$ cat src/rtl/vga_pkg.sv
// Shared definitions for the VGA picture path.
//   RGB_W  : width of one pixel (8 bits each of R, G, B)
//   clog2  : ceiling log2, used to size select and counter fields
//   mode_e : picture scheduler mode (manual / auto)
package vga_pkg;

    localparam int RGB_W = 24;

    typedef enum logic [0:0] {
        ST_MANUAL = 1'b0,
        ST_AUTO   = 1'b1
    } mode_e;

    // Smallest r with 2**r >= value; returns 0 for value <= 1.
    function automatic int clog2(input int value);
        int r;
        r = 0;
        for (int i = 0; i < 31; i++) begin
            if ((1 << i) < value) begin
                r = i + 1;
            end
        end
        return r;
    endfunction

endpackage

$ cat src/rtl/vga_sync_edge.sv
// Registers the vertical sync and flags the start of each sync pulse.
//   vga_clk    : pixel clock
//   rst        : asynchronous active-high reset
//   v_sync     : vertical sync from the VGA driver, active level VS_POL
//   frame_tick : one-cycle pulse in the first cycle v_sync is at its active level
module vga_sync_edge #(
    parameter logic VS_POL = 1'b0
) (
    input  logic vga_clk,
    input  logic rst,
    input  logic v_sync,
    output logic frame_tick
);

    logic vs_d;

    // Reset to the active level so a sync already asserted when reset
    // releases does not produce a spurious tick.
    always_ff @(posedge vga_clk or posedge rst) begin
        if (rst) begin
            vs_d <= VS_POL;
        end else begin
            vs_d <= v_sync;
        end
    end

    assign frame_tick = (v_sync == VS_POL) && (vs_d != VS_POL);

endmodule

$ cat src/rtl/vga_pic_sched.sv
// Frame-synchronous picture-source scheduler. Picks one of N_SRC 24-bit
// pixel sources per frame, either cycling automatically every
// FRAMES_PER_PIC frames or holding a source chosen over a req/ack port.
// The selection only changes on a frame tick (start of vertical sync).
//   vga_clk, rst      : pixel clock, asynchronous active-high reset
//   v_sync            : vertical sync, active level VS_POL
//   auto_en           : 1 = auto cycling, 0 = manual (sampled at frame ticks)
//   sel_req, sel_val  : manual select request (level-held) and source index
//   sel_ack, sel_err  : one-cycle resolve pulse; err = index out of range
//   rgb_in            : flattened sources, source k at [24k+23:24k]
//   rgb_data          : selected pixel
//   cur_sel           : source currently displayed
//   frame_cnt         : frames shown of the current source in auto mode
//
// state     | meaning
// ----------+---------------------------------------------------------
// ST_MANUAL | cur_sel held; changes only through a resolved request
// ST_AUTO   | cur_sel advances every FRAMES_PER_PIC frame ticks
module vga_pic_sched
    import vga_pkg::*;
#(
    parameter int   N_SRC          = 4,
    parameter int   FRAMES_PER_PIC = 60,
    parameter logic VS_POL         = 1'b0,
    parameter int   SEL_W          = clog2(N_SRC),
    parameter int   FC_W           = (clog2(FRAMES_PER_PIC) > 0) ? clog2(FRAMES_PER_PIC) : 1
) (
    input  logic                   vga_clk,
    input  logic                   rst,
    input  logic                   v_sync,
    input  logic                   auto_en,
    input  logic                   sel_req,
    input  logic [SEL_W-1:0]       sel_val,
    output logic                   sel_ack,
    output logic                   sel_err,
    input  logic [RGB_W*N_SRC-1:0] rgb_in,
    output logic [RGB_W-1:0]       rgb_data,
    output logic [SEL_W-1:0]       cur_sel,
    output logic [FC_W-1:0]        frame_cnt
);

    localparam logic [SEL_W:0]   N_SRC_X  = (SEL_W + 1)'(N_SRC);
    localparam logic [SEL_W-1:0] SEL_LAST = SEL_W'(N_SRC - 1);
    localparam logic [FC_W-1:0]  CNT_LAST = FC_W'(FRAMES_PER_PIC - 1);

    logic             frame_tick;
    logic             req_d;
    logic             pend;
    logic [SEL_W-1:0] nxt_sel;
    mode_e            mode;
    logic             req_edge;
    logic             req_valid;

    vga_sync_edge #(
        .VS_POL(VS_POL)
    ) u_sync_edge (
        .vga_clk   (vga_clk),
        .rst       (rst),
        .v_sync    (v_sync),
        .frame_tick(frame_tick)
    );

    assign req_edge  = sel_req && !req_d && !pend;
    assign req_valid = {1'b0, nxt_sel} < N_SRC_X;

    // req_d resets high so a request still held through reset is not
    // re-captured on release; the requester must drop and re-raise it.
    always_ff @(posedge vga_clk or posedge rst) begin
        if (rst) begin
            mode      <= ST_MANUAL;
            cur_sel   <= '0;
            frame_cnt <= '0;
            sel_ack   <= 1'b0;
            sel_err   <= 1'b0;
            pend      <= 1'b0;
            nxt_sel   <= '0;
            req_d     <= 1'b1;
        end else begin
            req_d   <= sel_req;
            sel_ack <= 1'b0;
            sel_err <= 1'b0;

            // Capture and resolve are mutually exclusive on pend, so the
            // two writes to pend below never collide.
            if (req_edge) begin
                pend    <= 1'b1;
                nxt_sel <= sel_val;
            end

            if (frame_tick) begin
                mode <= auto_en ? ST_AUTO : ST_MANUAL;

                if (pend) begin
                    pend    <= 1'b0;
                    sel_ack <= 1'b1;
                    if (req_valid) begin
                        cur_sel   <= nxt_sel;
                        frame_cnt <= '0;
                    end else begin
                        sel_err <= 1'b1;
                        if (mode == ST_AUTO && !auto_en) begin
                            frame_cnt <= '0;
                        end
                    end
                end else if (mode == ST_AUTO) begin
                    if (!auto_en) begin
                        frame_cnt <= '0;
                    end else if (frame_cnt == CNT_LAST) begin
                        frame_cnt <= '0;
                        cur_sel   <= (cur_sel == SEL_LAST) ? '0 : cur_sel + SEL_W'(1);
                    end else begin
                        frame_cnt <= frame_cnt + FC_W'(1);
                    end
                end
            end
        end
    end

    always_comb begin
        rgb_data = '0;
        for (int k = 0; k < N_SRC; k++) begin
            if (cur_sel == SEL_W'(k)) begin
                rgb_data = rgb_in[k*RGB_W +: RGB_W];
            end
        end
    end

endmodule
$ cat config.mk
export PLATFORM = sky130hd
export DESIGN_NAME = vga_pic_sched
export DESIGN_NICKNAME = d
export VERILOG_FILES = /design/src/rtl/vga_pkg.sv /design/src/rtl/vga_sync_edge.sv /design/src/rtl/vga_pic_sched.sv
export SDC_FILE = /design/constraint.sdc
export NUM_CORES = 1
export LEC_CHECK = 0
export CAP_MARGIN = 20
export CORE_ASPECT_RATIO = 1.1
export CORE_MARGIN = 2
export CORE_UTILIZATION = 30
export DETAILED_ROUTE_END_ITERATION = 7
export PLACE_DENSITY = 0.87
export SLEW_MARGIN = 0
export SYNTH_ARGS = -nofsm -noshare
export SYNTH_HDL_FRONTEND = slang
export SYNTH_HIERARCHICAL = 1
export SYNTH_SLANG_ARGS = --single-unit
$ cat constraint.sdc
create_clock -name vga_clk -period 4 [get_ports vga_clk]
set_input_delay 0.4 -clock vga_clk [delete_from_list [all_inputs] [get_ports vga_clk]]
set_output_delay 0.4 -clock vga_clk [all_outputs]
set_load 0.005 [all_outputs]
### After elaboration in Yosys (flattened, before gate mapping)

Index checks and enable logic that the tools add are counted.

* flip-flop bits (word level): 15
* output and inout port bits: 34

* bitwise gates (word level): 1
* reduce and logical (&&, ||, !) cells: 11
* equal/unequal tests: 4
* multiplexer cells: 19
* add/sub/neg operators: 2

Operator list (number)
* $mux W24: 4
* $mux W6: 4
* $mux W2: 5
* $add A6 B1 Y6 const B: 1
* $eq A6 B6 Y1 const B: 1
* $mux W1: 6
* $reduce_bool A2 Y1: 3
* $eq A2 B2 Y1 const B: 2
* $reduce_and A4 Y1: 1
* $logic_and A1 B1 Y1: 3
* $add A2 B1 Y2 const B: 1
* $eq A2 B1 Y1 const B: 1
* $logic_not A1 Y1: 2
* $logic_not A2 Y1: 1
* $reduce_and A2 Y1: 1
* $not A1 Y1: 1

### Logic depth before layout (Yosys ltp)

Gate-level depths: netlist (run 1).

* depth in word-level cells: 6
* gate-level depth with buffers: 7
* mapped depth without buffers: 5

### Hierarchy

The synthesis (run 1) kept the hierarchy.

Modules (own cells, without submodules)
* vga_pic_sched: times used 1, area each 1463.9 um2, cells each 186, seq. area each 351.6 um2
* vga_sync_edge: times used 1, area each 42.5 um2, cells each 3, seq. area each 25.0 um2

### Worst setup path after synthesis (run 1)

No wires, ideal clock.

* path kind: flip-flop to output port
* from: register cur_sel[0]
* to: output port rgb_data[10]
* required time: 3.600 ns
* stages on the path, launching flop included: 7
* path buffers: 2
* slack: 2.077 ns
* arrival time: 1.523 ns
* path through: dfrtp_1 inv_1 ha_1 clkbuf_1 clkbuf_1 a221oi_1 o31ai_1

* cells in the longest elaborated chain, start to end: 5
* elaborated cells on any way between the ends: 8
* classes of those cells: eq/ne (3); mux (4); reduce/logical (1)

RTL lines
* start: declaration: line vga_pic_sched.sv:38 `output logic [SEL_W-1:0] cur_sel,`
* start signal: assignment: line vga_pic_sched.sv:97 `cur_sel <= nxt_sel;`
* start signal: assignment: line vga_pic_sched.sv:110 `cur_sel <= (cur_sel == SEL_LAST) ? '0 : cur_sel + SEL_W'(1);`
* $logic_not A2 Y1: line vga_pic_sched.sv:122 `if (cur_sel == SEL_W'(k)) begin`
* $mux W24 (3 in a row): line vga_pic_sched.sv:122
* $mux W24 *: line vga_pic_sched.sv:122
* end: declaration: line vga_pic_sched.sv:37 `output logic [RGB_W-1:0] rgb_data,`

Mark *: on every way between the ends. The rest lies on a longest branch, timed or not.

### Worst setup path after layout (run 1)

* from: register cur_sel[0]
* to: output port rgb_data[8]

Same word-level chain as after synthesis.

==> results of run 1 <==
## routing by layer
layer / vias to the layer above / track usage / wire [um]
li1: 953 / - / -
met1: 911 / 0.262 / 2490
met2: 96 / 0.366 / 3040
met3: 15 / 0.0359 / 478
met4: 0 / 0.0679 / 168
met5: - / 0 / 0
## cell usage after synthesis, types with 2 or more instances
cell type	n	share of area
o21ai_0	4	0.013
buf_2	5	0.017
a21oi_1	3	0.010
dfrtp_1	14	0.23
nand3_1	4	0.013
mux2i_1	3	0.020
mux2_2	3	0.022
ha_1	5	0.042
a221oi_1	23	0.13
o31ai_1	23	0.11
nor2b_1	24	0.10
nand2_1	33	0.082
or4_1	3	0.015
inv_1	8	0.020
or3b_1	2	0.012
clkbuf_1	11	0.027
## power by group through the flow
stage	sequential, mW	combinational (mW)	clock (mW)
global route	0.218	1.42	0.128
CTS	0.212	1.31	0.122
finish	0.210	1.30	0.117
floorplan	0.203	0.652	0
detailed placement	0.214	1.30	0
global placement	0.210	1.27	0
## cell type report
type                       count  area [um^2]
sequential                    15          377
tap                           58         72.6
clock buffer                   4         45.0
timing repair buffer         138         1370
fill                         458         2020
inverter                       8         30.0
multi-input combinational    148         1010
## cell families (layout without fill, tap and decap cells)
family,after synthesis,in the layout
adder cells (fa/ha/maj),5,5
AND/OR/NAND/NOR,74,74
AO/OA/AOI/OAI,62,62
flip-flops,15,15
buffers and inverters,26,150
other,1,1
multiplexers,6,6
## worst paths after layout
kind / start / to / slack (ps) / depth (start not counted)
max: cur_sel[0]$_DFFE_PP0P_ / rgb_data[8] / 750 / 6
min: rst / u_sync_edge/vs_d$_DFF_PP0_ / 320 / 2
max reg2reg: pend$_DFF_PP0_ / frame_cnt[5]$_DFFE_PP0P_ / 2510 / 3
min reg2reg: nxt_sel[1]$_DFFE_PP0P_ / nxt_sel[1]$_DFFE_PP0P_ / 530 / 1
max in group asynchronous: rst / req_d$_DFF_PP1_ / 3120 / 2
min in group vga_clk: nxt_sel[1]$_DFFE_PP0P_ / nxt_sel[1]$_DFFE_PP0P_ / 530 / 1
## worst max-delay path, stage by stage, from the launching register on
cell	delay [ps]
dfrtp_1	430
inv_1	130
ha_1	170
nor2b_2	780
a221oi_1	210
o31ai_1	320
clkdlybuf4s50_1	570
## flip-flops by register name, indices dropped and copies added (netlist names)
| signal | flops |
|---|---|
| pend | 1 |
| nxt_sel | 2 |
| u_sync_edge/vs_d | 1 |
| mode | 1 |
| req_d | 1 |
| cur_sel | 2 |
| frame_cnt | 6 |
| sel_ack | 1 |
## per-stage QoR
step | util | hold WS (ps) | area [um^2] | total power [mW] | cells
after floorplan | - | 129 | 1510 | 0.855 | 189
after global placement | 0.581 | 506 | 2870 | 1.48 | 367
after detailed placement | 0.581 | 517 | 2870 | 1.52 | 367
after CTS | 0.591 | 319 | 2910 | 1.64 | 371
after global routing | 0.591 | 338 | 2910 | 1.77 | 371
final | 0.591 | 325 | 2910 | 1.62 | 371
==> impl_metrics.py, run 1 <==
metrics = {
    "clock_tree": {
        "cts_resized": 0,
        "cts_max_level": 1,
        "cts.sinks": 15,
        "clk_latency_ps": 240,
        "clock_path_buffers": 2,
        "cts_hold_buffers": 0,
        "clk_pin_slew_ps": 50,
        "tritoncts": "yes",
        "root_buffer": "clkbuf_8",
        "postCtsSetupBuffers": 0,
        "cts_buffers": 3,
    },
    "place": {
        "pre_cts_slack_ps": 987,
        "hpwl_mm": 4.96,
        "portBuffers": 135,
        "place_congestion": 0.871,
    },
    "setup_path": {
        "path_max_fanout": 23,
        "critPathCaptureType": "output pin",
        "arrival_ps": 2850,
        "required_ps": 3600,
        "setup.worst_path.start_class": "flop",
        "crit_type": "reg -> out",
    },
    "drt": {
        "dr.pass1.iters": 4,
        "post_drt_wl_per_cell_um": 16.7,
        "viasPerCell": 5.32,
        "ant_nets": 0,
        "num_vias": 1975,
        "drc": 0,
        "drt_iter0_drc": 67,
        "wl_mm": 6.18,
    },
    "power_and_ir_drop": {
        "powerDensity_nw_per_um2": 557,
        "combPwrFrac": 0.798,
        "power.share.clock": 0.072,
        "power_leakage_nw": 1.09,
        "p_int_mw": 1.00,
        "swShare": 0.384,
        "p_seq_frac": 0.130,
        "p_switching_mw": 0.623,
        "ir_drop_uv": 234,
    },
    "synth": {
        "synth-main-ff-cell": "dfrtp_1",
        "syn_area_um2": 1510,
        "synth_cells": 189,
        "async_flop_share": 1.00,
        "seq_area_frac_synth": 0.250,
        "synth_enable_flop_cells": 0,
        "synth_top_family_by_area": "compound AO/OA/AOI/OAI gates",
        "synth_seq_cells": 15,
        "synthMuxAreaShare": 0.0424,
        "synthSimpleGateAreaFrac": 0.263,
        "synth_compound_area_frac": 0.324,
        "synth_xor_xnor_area_share": 0,
        "post_synth.cell_area_avg_um2": 7.97,
        "synth_nets": 297,
        "synth_cell_types": 37,
        "synth_fa_ha_area_frac": 0.0415,
        "ys_warn_count": 6,
    },
    "global_routing": {
        "grt_pass1_vias": 1866,
        "grt_start_max_net_pins": 50,
        "grt_pass1_wl_mm": 9.56,
        "antenna_found_initial": 0,
        "grt_overflow": 0,
        "grt_usage": 0.211,
    },
    "floorplanning": {
        "start_util": 0.305,
        "io_pins": 137,
        "core_area_um2": 4930,
        "fp.dieArea_um2": 5600,
        "die_w_um": 71.6,
        "num_rows": 27,
        "die_height_um": 78.3,
    },
    "status": {
        "run_status": "completed",
    },
    "sta": {
        "finalSetupViolCount": 0,
        "clock_skew_ps": 1.74,
        "rsz0062_at_grt": "false",
        "finalMaxSlewViolations": 0,
        "max_freq_ghz": 0.308,
        "setup_ws_ps": 749,
        "finalHoldViolCount": 0,
        "finalSetupTns_ps": 0,
        "period_share": 0.813,
        "min_period_ps": 3250,
        "tightest_slew_ps": 971,
        "max_slew_margin": 0.350,
    },
    "min_path": {
        "hp-class": "in -> async",
    },
    "finish": {
        "antennaDiodeCount": 0,
        "area_growth_pct": 93.4,
        "layout.nets": 422,
        "layout_commonest_cell": "clkdlybuf4s50_1",
        "mostFrequentLayoutCells": "clkdlybuf4s50_1 (135), nand2_1 (33), nor2b_1 (24)",
        "drive_above_1_share": 0.0479,
    },
    "run": {
        "cap_violations": 0,
    },
}
Note: power is estimated with default switching activity, not from simulation.
==> run 2: changes to the inputs <==
clock period = 3.35 ns   (was 4 ns; I/O delays follow)
==> run 2 against run 1 <==
Critical path depth up 1; combinational power up 21%; setup slack worse by 210 ps; clock skew up 2.7 ps; die area unchanged; global-route usage down 1.1 points; via count down 1.2%; largest power group unchanged; sequential share of layout area down 0.099 points; wire length down 4.3%; critical endpoint is now rgb_data[9]; sequential power up 19%.
==> impl_metrics.py, run 2 (synthesis results as in run 1) <==
metrics = {
    "finish": {
        "top_register": "frame_cnt",
        "mostFrequentLayoutCells": "clkdlybuf4s50_1 (135), nand2_1 (33), nor2b_1 (24)",
        "multiInputGateArea_um2": 1010,
        "antennaDiodeCount": 0,
        "top_regs": "frame_cnt (6), cur_sel (2), nxt_sel (2)",
        "drive_above_1_share": 0.0570,
        "layout_commonest_cell": "clkdlybuf4s50_1",
        "fillerInstances": 458,
        "area_growth_pct": 94.9,
        "layout.nets": 425,
        "largest_reg_flops": 6,
        "seq_area_um2": 377,
    },
    "drt": {
        "post_drt_wl_per_cell_um": 15.8,
        "ant_nets": 0,
        "viasPerCell": 5.22,
        "drt_iter0_drc": 69,
        "num_vias": 1952,
        "wl_mm": 5.92,
        "drc": 0,
        "dr.pass1.iters": 4,
    },
    "global_routing": {
        "grt_start_max_net_pins": 29,
        "antenna_found_initial": 0,
        "grt_pass1_wl_mm": 9.07,
        "grt_usage": 0.200,
        "grt_pass1_vias": 1796,
        "grt_overflow": 0,
    },
    "clock_tree": {
        "cts_hold_buffers": 0,
        "tritoncts": "yes",
        "cts_buffers": 3,
        "postCtsSetupBuffers": 0,
        "clock_path_buffers": 2,
        "root_buffer": "clkbuf_8",
        "cts_resized": 0,
        "cts_max_level": 1,
        "clk_latency_ps": 250,
        "clk_pin_slew_ps": 60,
        "cts.sinks": 15,
    },
    "setup_path": {
        "arrival_ps": 2470,
        "rr_startpoint": "frame_cnt[0]$_DFFE_PP0P_",
        "path_max_fanout": 23,
        "crit_type": "reg -> out",
        "setup.worst_path.start_class": "flop",
        "critPathCaptureType": "output pin",
        "reg2reg_to": "cur_sel[0]$_DFFE_PP0P_",
        "reg2reg_depth": 4,
        "required_ps": 3010,
        "r2r_slack_ps": 1830,
    },
    "sta": {
        "finalHoldViolCount": 0,
        "min_period_ps": 2810,
        "rsz0062_at_grt": "false",
        "clock_skew_ps": 4.39,
        "max_slew_margin": 0.643,
        "finalMaxSlewViolations": 0,
        "finalSetupTns_ps": 0,
        "max_freq_ghz": 0.356,
        "tightest_slew_ps": 535,
        "period_share": 0.838,
        "finalSetupViolCount": 0,
    },
    "place": {
        "hpwl_mm": 4.81,
        "place_congestion": 0.830,
        "portBuffers": 135,
    },
    "min_path": {
        "hp-class": "in -> async",
    },
    "status": {
        "run_status": "completed",
    },
    "run": {
        "cap_violations": 0,
    },
    "floorplanning": {
        "die_height_um": 78.3,
        "io_pins": 137,
        "fp.dieArea_um2": 5600,
        "core_area_um2": 4930,
        "start_util": 0.305,
        "die_w_um": 71.6,
        "num_rows": 27,
    },
    "power_and_ir_drop": {
        "ir_drop_uv": 429,
        "powerDensity_nw_per_um2": 668,
        "total_power_mw": 1.96,
        "power_leakage_nw": 1.11,
    },
}
run 2: worst max-delay path by stage:
stage,from,end,slack (ps),cells past startpoint
finish,cur_sel[1]$_DFFE_PP0P_,rgb_data[9],540,7
global route,cur_sel[1]$_DFFE_PP0P_,rgb_data[8],340,7
CTS,cur_sel[1]$_DFFE_PP0P_,rgb_data[9],540,7
detailed placement,cur_sel[1]$_DFFE_PP0P_,rgb_data[9],810,7
global placement,cur_sel[1]$_DFFE_PP0P_,rgb_data[19],880,7
floorplan,cur_sel[0]$_DFFE_PP0P_,rgb_data[10],1490,6
run 2: cell type report:
class	count	share of cell area
sequential	15	0.128
inverter	8	0.0102
tap	58	0.0247
timing repair buffer	141	0.476
multi-input combinational	148	0.346
clock buffer	4	0.0153
run 2: through the flow:
| step | utilization | hold slack, ps | area [um^2] | std cells | setup slack (ps) |
|---|---|---|---|---|---|
| 6_report | 0.595 | 253 | 2940 | 374 | 542 |
| 2_1_floorplan | - | 63.7 | 1510 | 189 | 1490 |
| 5_1_grt | 0.595 | 255 | 2940 | 374 | 342 |
| 3_5_place_dp | 0.586 | 499 | 2890 | 370 | 808 |
| 3_3_place_gp | 0.586 | 492 | 2890 | 370 | 879 |
| 4_1_cts | 0.595 | 249 | 2940 | 374 | 538 |
run 2: routing by layer:
metal | up-vias | track usage | part of all wire
met3 | 10 | 0.0347 | 0.088
li1 | 959 | - | -
met2 | 90 | 0.332 | 0.49
met1 | 893 | 0.262 | 0.40
met5 | - | 0 | 0
met4 | 0 | 0.0585 | 0.025
run 2: where the power goes:
| group | switching (mW) | total [mW] | internal (mW) |
|---|---|---|---|
| clock | 0.0602 | 0.144 | 0.0842 |
| sequential | 0.0356 | 0.249 | 0.213 |
| combinational | 0.643 | 1.57 | 0.926 |
| total | 0.739 | 1.96 | 1.22 |
run 2: worst max-delay path: stages (launching register included):
cell,delay [ps]
dfrtp_1,390
inv_1,90
ha_1,360
nor2b_2,160
buf_4,270
a221oi_1,130
o31ai_1,280
clkdlybuf4s50_1,550
==> run 3: changes to the inputs <==
clock period = 2.9 ns   (was 3.35 ns; I/O delays follow)
==> run 3 against run 2 <==
Critical path depth unchanged; via count up 1.2%; flip-flop and latch count unchanged; clock power up 15%; wire length up 2.5%; worst hold slack worse by 52 ps; setup slack worse by 290 ps; utilization up 0.23 points; sequential share of layout area about the same; sequential power up 16%; clock skew down 0.87 ps.
==> impl_metrics.py, run 3 (synthesis results as in run 1) <==
metrics = {
    "drt": {
        "post_drt_wl_per_cell_um": 16.2,
        "num_vias": 1976,
        "wl_mm": 6.06,
        "drt_iter0_drc": 117,
        "dr.pass1.iters": 5,
        "ant_nets": 0,
        "drc": 0,
        "viasPerCell": 5.27,
    },
    "finish": {
        "largest_reg_flops": 6,
        "layout_commonest_cell": "clkdlybuf4s50_1",
        "drive_above_1_share": 0.0662,
        "stdcell_area_um2": 2950,
        "antennaDiodeCount": 0,
        "mostFrequentLayoutCells": "clkdlybuf4s50_1 (135), nand2_1 (33), nor2b_1 (24)",
        "fillerInstances": 459,
        "layout.nets": 426,
        "top_regs": "frame_cnt (6), cur_sel (2), nxt_sel (2)",
        "area_growth_pct": 95.6,
        "top_register": "frame_cnt",
    },
    "power_and_ir_drop": {
        "ir_drop_uv": 444,
        "total_power_mw": 2.28,
        "powerDensity_nw_per_um2": 774,
        "power_leakage_nw": 1.12,
    },
    "clock_tree": {
        "root_buffer": "clkbuf_8",
        "tritoncts": "yes",
        "clock_path_buffers": 2,
        "cts_buffers": 3,
        "clk_pin_slew_ps": 60,
        "cts_max_level": 1,
        "cts.sinks": 15,
        "clk_latency_ps": 240,
        "postCtsSetupBuffers": 0,
    },
    "setup_path": {
        "rr_startpoint": "frame_cnt[0]$_DFFE_PP0P_",
        "required_ps": 2610,
        "path_max_fanout": 23,
        "r2r_slack_ps": 1380,
        "reg2reg_to": "cur_sel[1]$_DFFE_PP0P_",
        "critPathCaptureType": "output pin",
        "crit_start": "cur_sel[0]$_DFFE_PP0P_",
        "arrival_ps": 2360,
        "setup.worst_path.start_class": "flop",
        "reg2reg_depth": 4,
        "crit_type": "reg -> out",
        "crit_end": "rgb_data[8]",
    },
    "global_routing": {
        "antenna_found_initial": 0,
        "grt_pass1_vias": 1834,
        "grt_usage": 0.204,
        "grt_overflow": 0,
        "grt_pass1_wl_mm": 9.29,
        "grt_start_max_net_pins": 29,
    },
    "run": {
        "cap_violations": 0,
    },
    "floorplanning": {
        "num_rows": 27,
        "io_pins": 137,
        "die_height_um": 78.3,
        "core_area_um2": 4930,
        "fp.dieArea_um2": 5600,
        "start_util": 0.305,
        "die_w_um": 71.6,
    },
    "min_path": {
        "hp-class": "in -> async",
    },
    "sta": {
        "min_period_ps": 2650,
        "finalSetupViolCount": 0,
        "finalMaxSlewViolations": 0,
        "max_slew_margin": 0.656,
        "rsz0062_at_grt": "false",
        "tightest_slew_ps": 516,
        "finalHoldViolCount": 0,
        "holdWs_ps": 201,
        "max_freq_ghz": 0.378,
        "setup_ws_ps": 254,
        "period_share": 0.912,
        "clock_skew_ps": 3.51,
        "finalSetupTns_ps": 0,
    },
    "place": {
        "place_congestion": 0.888,
        "portBuffers": 135,
        "pre_cts_slack_ps": 485,
        "placed_area_um2": 2900,
        "hpwl_mm": 4.92,
    },
    "status": {
        "run_status": "completed",
    },
}
[run 3: cell type report]
class / instances / area, um^2 / area share
clock inverter: 1 / 5.00 / 0.00170
tap: 58 / 72.6 / 0.0246
inverter: 8 / 30.0 / 0.0102
multi-input combinational: 148 / 1020 / 0.345
clock buffer: 3 / 41.3 / 0.0140
timing repair buffer: 142 / 1400 / 0.476
sequential: 15 / 377 / 0.128
[run 3: worst min-delay path by stage]
stage	end	slack, ps	depth (start not counted)
after floorplan	u_sync_edge/vs_d$_DFF_PP0_	20	1
after global placement	u_sync_edge/vs_d$_DFF_PP0_	460	2
after detailed placement	u_sync_edge/vs_d$_DFF_PP0_	460	2
after CTS	u_sync_edge/vs_d$_DFF_PP0_	200	2
after global routing	u_sync_edge/vs_d$_DFF_PP0_	220	2
final	u_sync_edge/vs_d$_DFF_PP0_	200	2
[run 3: layer usage]
layer | up-vias | GRT usage | wire [um]
met5 | - | 0 | 0
met4 | 0 | 0.0396 | 76
met3 | 6 | 0.0334 | 485
met2 | 90 | 0.363 | 3100
met1 | 921 | 0.258 | 2400
li1 | 959 | - | -
[run 3: what timing repair did]
action	CTS	global route
gates resized for setup	0	1
endpoints found under the setup margin	0	1
hold buffers	0	0
[run 3: report_power, final]
group | switching [mW] | total (mW) | internal, mW
registers | 0.0436 | 0.290 | 0.246
logic | 0.744 | 1.83 | 1.08
clock network | 0.0708 | 0.166 | 0.0950
total | 0.859 | 2.28 | 1.42
[run 3: worst max-delay path, cell delays in order, from the launching register on]
cell	delay, ps
dfrtp_1	430
inv_1	130
ha_1	190
nor2b_2	130
buf_4	260
a221oi_1	130
o31ai_1	270
clkdlybuf4s50_1	570
[run 3: stage by stage]
step | cells | utilization
floorplan | 189 | -
global placement | 371 | 0.588
detailed placement | 371 | 0.588
CTS | 375 | 0.597
global route | 375 | 0.597
finish | 375 | 0.597
